<file path="config.mk">
export PLATFORM = sky130hd
export DESIGN_NAME = tdm_demux_4
export DESIGN_NICKNAME = d
export VERILOG_FILES = /design/src/rtl/tdm_demux_4_pkg.sv /design/src/rtl/tdm_slot_ctr.sv /design/src/rtl/tdm_demux_4.sv
export SDC_FILE = /design/constraint.sdc
export NUM_CORES = 1
export LEC_CHECK = 0
export CAP_MARGIN = 20
export CORE_MARGIN = 3
export CORE_UTILIZATION = 45
export CTS_BUF_LIST = sky130_fd_sc_hd__clkbuf_8 sky130_fd_sc_hd__clkbuf_16
export DETAILED_ROUTE_END_ITERATION = 10
export GPL_ROUTABILITY_DRIVEN = 1
export GPL_TIMING_DRIVEN = 0
export PLACE_DENSITY = 0.82
export SYNTH_ARGS = -nofsm -noshare
export SYNTH_HDL_FRONTEND = slang
export SYNTH_SLANG_ARGS = --single-unit
</file>
<file path="constraint.sdc">
create_clock -name clock -period 2.45 [get_ports clock]
set_clock_uncertainty 0.1 [all_clocks]
set_input_delay 0.49 -clock clock [delete_from_list [all_inputs] [get_ports clock]]
set_output_delay 0.49 -clock clock [all_outputs]
set_load 0.005 [all_outputs]
</file>
<file path="src/rtl/tdm_demux_4_pkg.sv">
// Shared TDM definitions: frame state encoding and slot indices, common to the mux and demux ends.
package tdm_demux_4_pkg;
  localparam int NUM_SLOTS = 4;

  localparam logic [0:0] HUNT   = 1'b0;
  localparam logic [0:0] LOCKED = 1'b1;

  localparam logic [1:0] SLOT0 = 2'd0;
  localparam logic [1:0] SLOT1 = 2'd1;
  localparam logic [1:0] SLOT3 = 2'd3;
endpackage

</file>
<file path="src/rtl/tdm_slot_ctr.sv">
// 2-bit TDM slot counter: clear on loss of lock, load to slot 1 on a sync capture, else advance per accepted sample.
module tdm_slot_ctr
  import tdm_demux_4_pkg::*;
(
  input  logic       clock,
  input  logic       reset,
  input  logic       clr,
  input  logic       load,
  input  logic       inc,
  output logic [1:0] slot
);

  always_ff @(posedge clock or posedge reset) begin
    if (reset) begin
      slot <= SLOT0;
    end else if (clr) begin
      slot <= SLOT0;
    end else if (load) begin
      slot <= SLOT1;
    end else if (inc) begin
      slot <= slot + 2'd1;
    end
  end

endmodule

</file>
<file path="src/rtl/tdm_demux_4.sv">
// 4-channel TDM demultiplexer: aligns on slot-0 sync, steers samples into channel registers with
// per-channel/per-frame strobes. One-cycle latency; idle cycles (din_valid=0) are gaps and keep lock.
module tdm_demux_4
  import tdm_demux_4_pkg::*;
#(
  parameter int WIDTH = 8
) (
  input  logic             clock,
  input  logic             reset,
  input  logic [WIDTH-1:0] din,
  input  logic             din_valid,
  input  logic             sync,
  output logic [WIDTH-1:0] ch0,
  output logic [WIDTH-1:0] ch1,
  output logic [WIDTH-1:0] ch2,
  output logic [WIDTH-1:0] ch3,
  output logic [3:0]       ch_valid,
  output logic             frame_valid,
  output logic             locked,
  output logic             sync_err
);

  logic [0:0]       state;
  logic [1:0]       slot;
  logic [WIDTH-1:0] ch_q [NUM_SLOTS];
  logic             accept_sync;
  logic             accept_data;
  logic             miss_sync;

  assign accept_sync = din_valid & sync;
  assign accept_data = din_valid & ~sync & (state == LOCKED) & (slot != SLOT0);
  assign miss_sync   = din_valid & ~sync & (state == LOCKED) & (slot == SLOT0);

  tdm_slot_ctr u_slot_ctr (
    .clock (clock),
    .reset (reset),
    .clr   (miss_sync),
    .load  (accept_sync),
    .inc   (accept_data),
    .slot  (slot)
  );

  // Slots 1..3 can only be reached in order from a sync capture, so reaching slot 3 implies a coherent frame.
  always_ff @(posedge clock or posedge reset) begin
    if (reset) begin
      state       <= HUNT;
      ch_valid    <= '0;
      frame_valid <= 1'b0;
      sync_err    <= 1'b0;
      for (int i = 0; i < NUM_SLOTS; i++) ch_q[i] <= '0;
    end else begin
      ch_valid    <= '0;
      frame_valid <= 1'b0;
      sync_err    <= 1'b0;
      if (accept_sync) begin
        ch_q[SLOT0] <= din;
        ch_valid    <= 4'b0001;
        sync_err    <= (state == LOCKED) && (slot != SLOT0);
        state       <= LOCKED;
      end else if (accept_data) begin
        ch_q[slot]  <= din;
        ch_valid    <= 4'b0001 << slot;
        frame_valid <= (slot == SLOT3);
      end else if (miss_sync) begin
        sync_err <= 1'b1;
        state    <= HUNT;
      end
    end
  end

  assign locked = (state == LOCKED);
  assign ch0    = ch_q[0];
  assign ch1    = ch_q[1];
  assign ch2    = ch_q[2];
  assign ch3    = ch_q[3];

endmodule

</file>
==> metrics.txt, run 1 <==
CP max FO 9; Data arrival, critical path 1.99 ns; row cnt 20; unrepaired setup endpoints after global routing false; Die Wd 64.60 um; most frequent cells in the layout clkdlybuf4s50_1 (50), dfrtp_1 (40), mux2_2 (31); Clk network pwr share 26.8%; first-pass GRT wire length 5306 um; Die H 64.60 um; critical path's top delay family simple AND/OR/NAND/NOR gates; 1st-iter DRT viols 35; DIE AREA between 0.004 and 0.005 mm^2; post-DP HPWL 2251 um; Sw Share 23.66%; top sig layer met4; average footprint of a synthesized cell 15.45 um^2; Int Pwr 1.743 mW; outcome complete, no violations; sequential area share after synthesis 64.78%; critical setup path kind flip-flop to flip-flop; total power between 2 and 2.5 mW; Synth Net Count 116; H-tree Lvls 2; layout cells sized above 1 28.03%; IO Pins 51; slew of the pin with the lowest slew margin ~0.8 ns; Yosys top cell by area dfrtp_1; highest clock rate 520.6 MHz; Core Footprint 0.003153 mm^2; Port Buffer Count 50; drt pass-1 iters 3; Req. time, crit path 2.52 ns; sequential power share a little over two fifths; Comb power frac between 30% and 40%; Final setup viols 0; post-DR wirelength/cell 16.07 um; Nets 173; top-area cell type share of the netlist area 64.78%; synth unique cells 15; via-per-instance ratio 4.826; setup repair bufs after CTS 0; worst skew pair latency 0.29 ns; CTS buffer count 5; Critical Path Source Type flip-flop; CTS Buffer Depth 2; clock transition at the registers of the reported paths 0.07 ns; overall routed net length ~3200 um; Synth Instances 100; CTS tree built; Crit. End Element flip-flop; Final Cycle Share 78.40%; largest net degree at the start of global routing 41; Worst path slowest cell dfrtp_1; Post-Syn Area 0.001545 mm^2; vias just under 1k; drt drc 0; #FFs+latches synth 40; Total Routing Usage GR 17.44%; Area contributors post-synth dfrtp_1 (65%), mux2_2 (23%), ha_1 (3.2%); Sum Neg Setup Slack 0 ns; CP Buf/Inv Count 1; Worst VDD drop approximately 0.63 mV; WL met3 380 um; Leak between 1 and 1.5 nW; # hold bufs at CTS 0; PostCTS Resize Cnt 0; CTS root buffer clkbuf_8; met2 wire len 1565 um; Final Max Slew Viols 0; vias in the first global route 1081; crit path time final 1.921 ns; initial core utilization 49.01%; CP peak stage delay 0.42 ns; antenna violations before repair 0; final hold violation count 0; number of diodes 0; Clock Sinks 40; commonest non-fill, non-tap cell in the layout clkdlybuf4s50_1; Worst Hold Class flip-flop to flip-flop; post-route ant nets 0; met1 WL 1244 um; Switch Pwr around 540 uW; Syn-to-layout area delta 44.29%; worst rel slew slack 46.79%; Cell Pwr Density approximately 1000 mW/mm^2; max cap viols 0; Ys Warns 0; global placer's final weighted congestion 0.7113; grt ovf 0; critical-path cell list inv_1 -> ha_1 -> and4bb_4 -> nand2_2 -> mux2_1
[cell families after synthesis]
kind of cell	count (synthesis)	share of synthesized area [%]
xor+xnor	1	0.5669
flops	40	64.78
fa+ha+maj	4	3.239
mux	32	23.32
simple gates	11	4.211
buf+inv	8	2.187
compound gates	4	1.701
[synthesized netlist by cell type]
master	number
dfrtp_1	40
mux2_2	31
buf_4	1
ha_1	4
nand2_2	3
nor2_1	1
a22o_1	1
mux2_1	1
nor3b_1	1
o21ai_0	2
inv_1	7
xnor2_1	1
and4bb_4	1
a21o_1	1
nand2_1	5
[layer usage]
layer  up-vias  GRT usage, %
met1       475         18.79
met5         -             0
met4         0         6.332
met3         5         10.57
met2        40         28.09
li1        450             -
[power groups by stage]
stage | sequential (mW) | clock, mW | combinational [mW]
after floorplan | 0.978 | 0 | 0.242
after global placement | 0.962 | 0 | 0.690
after detailed placement | 0.971 | 0 | 0.713
after CTS | 0.964 | 0.629 | 0.724
after global routing | 0.986 | 0.652 | 0.770
final | 0.961 | 0.613 | 0.709
[final timing paths]
| kind | start | end | slack (ns) | cells past startpoint |
|---|---|---|---|---|
| max in group asynchronous | reset | ch0[3]$_DFFE_PP0P_ | 1.16 | 2 |
| min in group asynchronous | reset | ch0[2]$_DFFE_PP0P_ | 0.58 | 2 |
| hold / removal | ch3[7]$_DFFE_PP0P_ | ch3[7]$_DFFE_PP0P_ | 0.41 | 1 |
| hold reg to reg | ch3[7]$_DFFE_PP0P_ | ch3[7]$_DFFE_PP0P_ | 0.41 | 1 |
| setup reg to reg | u_slot_ctr.slot[0]$_DFFE_PP0P_ | ch2[4]$_DFFE_PP0P_ | 0.53 | 5 |
| setup / recovery | u_slot_ctr.slot[0]$_DFFE_PP0P_ | ch2[4]$_DFFE_PP0P_ | 0.53 | 5 |
[final cells by class]
type	count	area, um^2
Tap cell	44	55.05
Fill cell	240	923.4
Clock buffer	5	68.82
Clock inverter	2	60.06
Multi-Input combinational cell	52	510.5
Sequential cell	40	1001
Buffer	1	7.507
Timing Repair Buffer	50	500.5
Inverter	7	26.28
[per-stage QoR]
step / cells / util [%] / instance area, um^2 / worst slack (ns) / hold slack [ns]
after floorplan: 100 / - / 1545 / 0.7306 / 0.3889
after global placement: 194 / 66.63 / 2101 / 0.1825 / 0.3748
after detailed placement: 194 / 66.63 / 2101 / 0.2891 / 0.3923
after CTS: 201 / 70.71 / 2230 / 0.5045 / 0.4099
after global routing: 201 / 70.71 / 2230 / 0.4186 / 0.4279
final: 201 / 70.71 / 2230 / 0.5291 / 0.4096
[registers in the layout, summed over array words and instances, names as in the netlist]
register,flops
sync_err,1
locked,1
u_slot_ctr.slot,2
ch_valid,4
ch0,8
ch3,8
ch1,8
ch2,8
No activity file was read; power rests on OpenSTA's default activity.
==> run 2: changes to the inputs <==
clock period = 1.9 ns   (was 2.45 ns; I/O delays follow)
==> metrics.txt, run 2 (synthesis results as in run 1) <==
Die H between 60 and 70 um; Worst VDD drop 0.8061 mV; most frequent cells in the layout clkdlybuf4s50_1 (50), dfrtp_1 (40), mux2_2 (31); pre-CTS setup slack -0.1509 ns; Port Buffer Count 50; Worst path slowest cell dfrtp_1; critical setup path kind flip-flop to flip-flop; CP max FO 9; CTS buffer count 5; Core Footprint 0.003153 mm^2; Worst Hold Class flip-flop to flip-flop; vias in the first global route 1081; fin area 0.002247 mm^2; commonest non-fill, non-tap cell in the layout clkdlybuf4s50_1; post-DP HPWL 2251 um; IO Pins 51; Die Wd 64.60 um; setup repair bufs after CTS 0; CTS tree built; worst rel slew slack 46.92%; clock transition at the registers of the reported paths 0.08 ns; final hold violation count 0; CTS root buffer clkbuf_8; vias ~970; final setup margin 0.1051 ns; Final setup viols 0; global placer's final weighted congestion 0.7113; total power 2.963 mW; Total Routing Usage GR between 10% and 20%; Syn-to-layout area delta 45.43%; post-DR wirelength/cell 16.14 um; drt drc 0; placed cell count 194; drt pass-1 iters 4; H-tree Lvls 2; first-pass GRT wire length 5319 um; highest clock rate roughly 560 MHz; antenna violations before repair 0; slew of the pin with the lowest slew margin 0.7950 ns; Crit. path cell count 5; DIE AREA approximately 0.0042 mm^2; Final Cycle Share 94.47%; largest net degree at the start of global routing 41; worst reg-to-reg path cell count 5; worst setup path endpoint ch2[4]$_DFFE_PP0P_; Finished Layout Cells 201; reg-to-reg startpoint u_slot_ctr.slot[0]$_DFFE_PP0P_; Req. time, crit path 1.97 ns; post-route ant nets 0; layout cells sized above 1 28.66%; FF-to-FF setup slack between 0.1 and 0.15 ns; critical path's top delay family simple AND/OR/NAND/NOR gates; overall routed net length approximately 3200 um; Nets 173; outcome complete, no violations; CP Buf/Inv Count 1; crit path time final 1.795 ns; row cnt 20; Critical Path Source Type flip-flop; max cap viols 0; Cell Pwr Density between 1000 and 1500 mW/mm^2; critical path launch point u_slot_ctr.slot[0]$_DFFE_PP0P_; Crit. End Element flip-flop; Leak between 1 and 1.5 nW; 1st-iter DRT viols 40; DP Area 0.002101 mm^2; number of fill cells 236; unrepaired setup endpoints after global routing false; Data arrival, critical path around 1.9 ns; CP peak stage delay approximately 0.42 ns; worst skew pair latency 0.29 ns; Clock Sinks 40; number of diodes 0; grt ovf 0; Final Max Slew Viols 0; via-per-instance ratio 4.841; CTS Buffer Depth 2; initial core utilization between 40% and 50%; # hold bufs at CTS 0; RR Endpoint ch2[4]$_DFFE_PP0P_; critical-path cell list inv_1 -> ha_2 -> and4bb_4 -> nand2_4 -> mux2_1
==> run 2: cell types whose count changed in the layout (fill, tap and decap cells not counted) <==
cell / previous run / this run
ha_1: 4 / 3
ha_2: 0 / 1
nand2_2: 3 / 0
nand2_4: 0 / 3
==> run 2: worst min path at each step <==
stage,from,cells after the start,end
final,ch3[7]$_DFFE_PP0P_,1,ch3[7]$_DFFE_PP0P_
after global routing,ch1[1]$_DFFE_PP0P_,1,ch1[1]$_DFFE_PP0P_
after CTS,ch3[7]$_DFFE_PP0P_,1,ch3[7]$_DFFE_PP0P_
after detailed placement,ch1[6]$_DFFE_PP0P_,1,ch1[6]$_DFFE_PP0P_
after global placement,ch2[4]$_DFFE_PP0P_,1,ch2[4]$_DFFE_PP0P_
after floorplan,ch2[4]$_DFFE_PP0P_,1,ch2[4]$_DFFE_PP0P_
==> run 2: what timing repair did <==
| action | 4_1_cts | 5_1_grt |
|---|---|---|
| pin swaps | 0 | 1 |
| resized for setup | 1 | 3 |
| setup endpoints to repair | 2 | 18 |
==> run 2: power breakdown <==
group / internal, mW / switching (mW)
combinational: 0.637 / 0.294
sequential: 1.10 / 0.138
clock: 0.517 / 0.276
==> run 2: cell type report <==
| type | count | area [um^2] | area share [%] |
|---|---|---|---|
| tap | 44 | 55.05 | 2.450 |
| multi-input combinational | 52 | 528.0 | 23.50 |
| timing repair buffer | 50 | 500.5 | 22.27 |
| inverter | 7 | 26.28 | 1.169 |
| clock buffer | 5 | 68.82 | 3.062 |
| buffer | 1 | 7.507 | 0.3341 |
| clock inverter | 2 | 60.06 | 2.673 |
| sequential | 40 | 1001 | 44.54 |
==> run 2: worst register-to-register path, stage by stage, from the launching register on <==
cell      delay (ns)
dfrtp_1         0.42
inv_1           0.09
ha_2            0.22
and4bb_4        0.38
nand2_4         0.13
mux2_1          0.34
==> run 2: through the flow <==
| step | TNS, ns | utilization [%] | hold slack [ns] |
|---|---|---|---|
| final | 0 | 71.27 | 0.4092 |
| after global routing | 0 | 71.27 | 0.4279 |
| after CTS | -0.05133 | 70.87 | 0.4099 |
| after detailed placement | -2.319 | 66.63 | 0.3923 |
| after global placement | -11.91 | 66.63 | 0.3748 |
| after floorplan | 0 | - | 0.3889 |
==> run 2: routing by layer <==
| metal | share of wire, % | vias to the layer above | global-route usage (%) |
|---|---|---|---|
| li1 | - | 453 | - |
| met1 | 39 | 475 | 18.90 |
| met2 | 48 | 40 | 28.09 |
| met3 | 12 | 5 | 10.57 |
| met4 | 1.2 | 0 | 6.332 |
| met5 | 0 | - | 0 |
==> run 3: changes to the inputs <==
CORE_MARGIN = default   (was 3)
SETUP_SLACK_MARGIN = 0.3   (was default)
==> metrics.txt, run 3 (synthesis results as in run 1) <==
outcome complete, no violations; commonest non-fill, non-tap cell in the layout dfrtp_1; total power roughly 2.7 mW; first-pass GRT wire length 5478 um; slew of the pin with the lowest slew margin 0.7940 ns; Req. time, crit path 1.97 ns; Final Max Slew Viols 0; post-route ant nets 0; unrepaired setup endpoints after global routing true; row cnt 20; Syn-to-layout area delta 53.44%; antenna violations before repair 0; worst skew pair latency roughly 0.28 ns; layout cells sized above 1 between 30% and 40%; global placer's final weighted congestion 0.7118; clock transition at the registers of the reported paths around 0.070 ns; Leak 1.316 nW; max cap viols 0; Data arrival, critical path 1.80 ns; Critical Path Source Type flip-flop; Crit. End Element flip-flop; final hold violation count 0; Die H 60.60 um; Final setup viols 0; crit path time final ~1.7 ns; CTS buffer count 5; Worst Hold Class primary input to flip-flop; vias 1096; drt drc 0; CTS Buffer Depth 2; Die Wd 60.60 um; IO Pins 51; Finished Layout Cells 217; Cell Pwr Density 1141 mW/mm^2; Sum Neg Setup Slack 0 ns; CTS tree built; via-per-instance ratio 5.051; initial core utilization 49.01%; CTS root buffer clkbuf_8; Total Routing Usage GR a little over a fifth; Core Footprint around 0.0032 mm^2; Port Buffer Count 50; Clock Sinks 40; grt ovf 0; number of diodes 0; most frequent cells in the layout dfrtp_1 (40), dlygate4sd2_1 (35), mux2_2 (28); drt pass-1 iters 3; critical setup path kind flip-flop to flip-flop; placed cell count just under 200; post-DR wirelength/cell 16.02 um; Worst VDD drop 0.7751 mV; Final Cycle Share 91.34%; Final Util 75.20%; overall routed net length 3476 um; H-tree Lvls 2; CP max FO 5; worst rel slew slack 46.99%; DIE AREA about 0.0037 mm^2; highest clock rate 576.2 MHz; Nets 189; 1st-iter DRT viols 32; # hold bufs at CTS 0; largest net degree at the start of global routing between 40 and 50; vias in the first global route roughly 1.1k
## run 3: where the power goes
group	total (mW)	switching [mW]	internal, mW
sequential	1.22	0.120	1.10
clock	0.503	0.259	0.244
combinational	0.979	0.373	0.606
total	2.70	0.753	1.95
## run 3: path summary, 6_finish.rpt
check | slack, ns | endpoint | cells past startpoint | startpoint
min | 0.38 | sync_err$_DFF_PP0_ | 3 | din_valid
min in group asynchronous | 0.46 | ch_valid[2]$_DFF_PP0_ | 2 | reset
max reg2reg | 0.16 | ch1[4]$_DFFE_PP0P_ | 6 | u_slot_ctr.slot[0]$_DFFE_PP0P_
max | 0.16 | ch1[4]$_DFFE_PP0P_ | 6 | u_slot_ctr.slot[0]$_DFFE_PP0P_
max in group asynchronous | 0.73 | ch3[0]$_DFFE_PP0P_ | 2 | reset
min reg2reg | 0.41 | ch0[1]$_DFFE_PP0P_ | 1 | ch0[1]$_DFFE_PP0P_
## run 3: layout make-up
cell class                      instances  area (um^2)
Timing Repair Buffer                   65        613.1
Fill cell                             238        782.0
Clock buffer                            5        68.82
Tap cell                               44        55.05
Buffer                                  1        7.507
Inverter                                7        26.28
Clock inverter                          2        8.758
Multi-Input combinational cell         53        590.6
Sequential cell                        40         1001
## run 3: through the flow
stage | hold WS [ns] | worst slack (ns) | area (um^2)
global route | 0.4015 | 0.1448 | 2371
floorplan | 0.4041 | 0.2787 | 1567
global placement | 0.3868 | -0.2562 | 2122
CTS | 0.4064 | 0.1538 | 2306
finish | 0.3840 | 0.1646 | 2371
detailed placement | 0.3941 | -0.1002 | 2122
## run 3: timing repair
| action | 4_1_cts | 5_1_grt |
|---|---|---|
| setup buffers | 11 | 4 |
| endpoints found under the setup margin | 59 | 37 |
| pin swaps | 2 | 2 |
| gates cloned | 1 | 0 |
| hold endpoints to repair | 0 | 0 |
| resized for setup | 43 | 9 |
## run 3: worst max-delay path, stage by stage (launching register included)
cell	delay [ns]
dfrtp_1	0.39
inv_2	0.07
ha_4	0.16
and4bb_4	0.37
buf_12	0.15
nand2_8	0.07
mux2_4	0.31
## run 3: layer usage
metal	vias to the layer above	GRT usage [%]	wire (um)
met5	-	0	0
met4	0	8.766	58
met3	8	8.316	214
met2	31	36.26	1791
met1	564	24.79	1412
li1	493	-	-
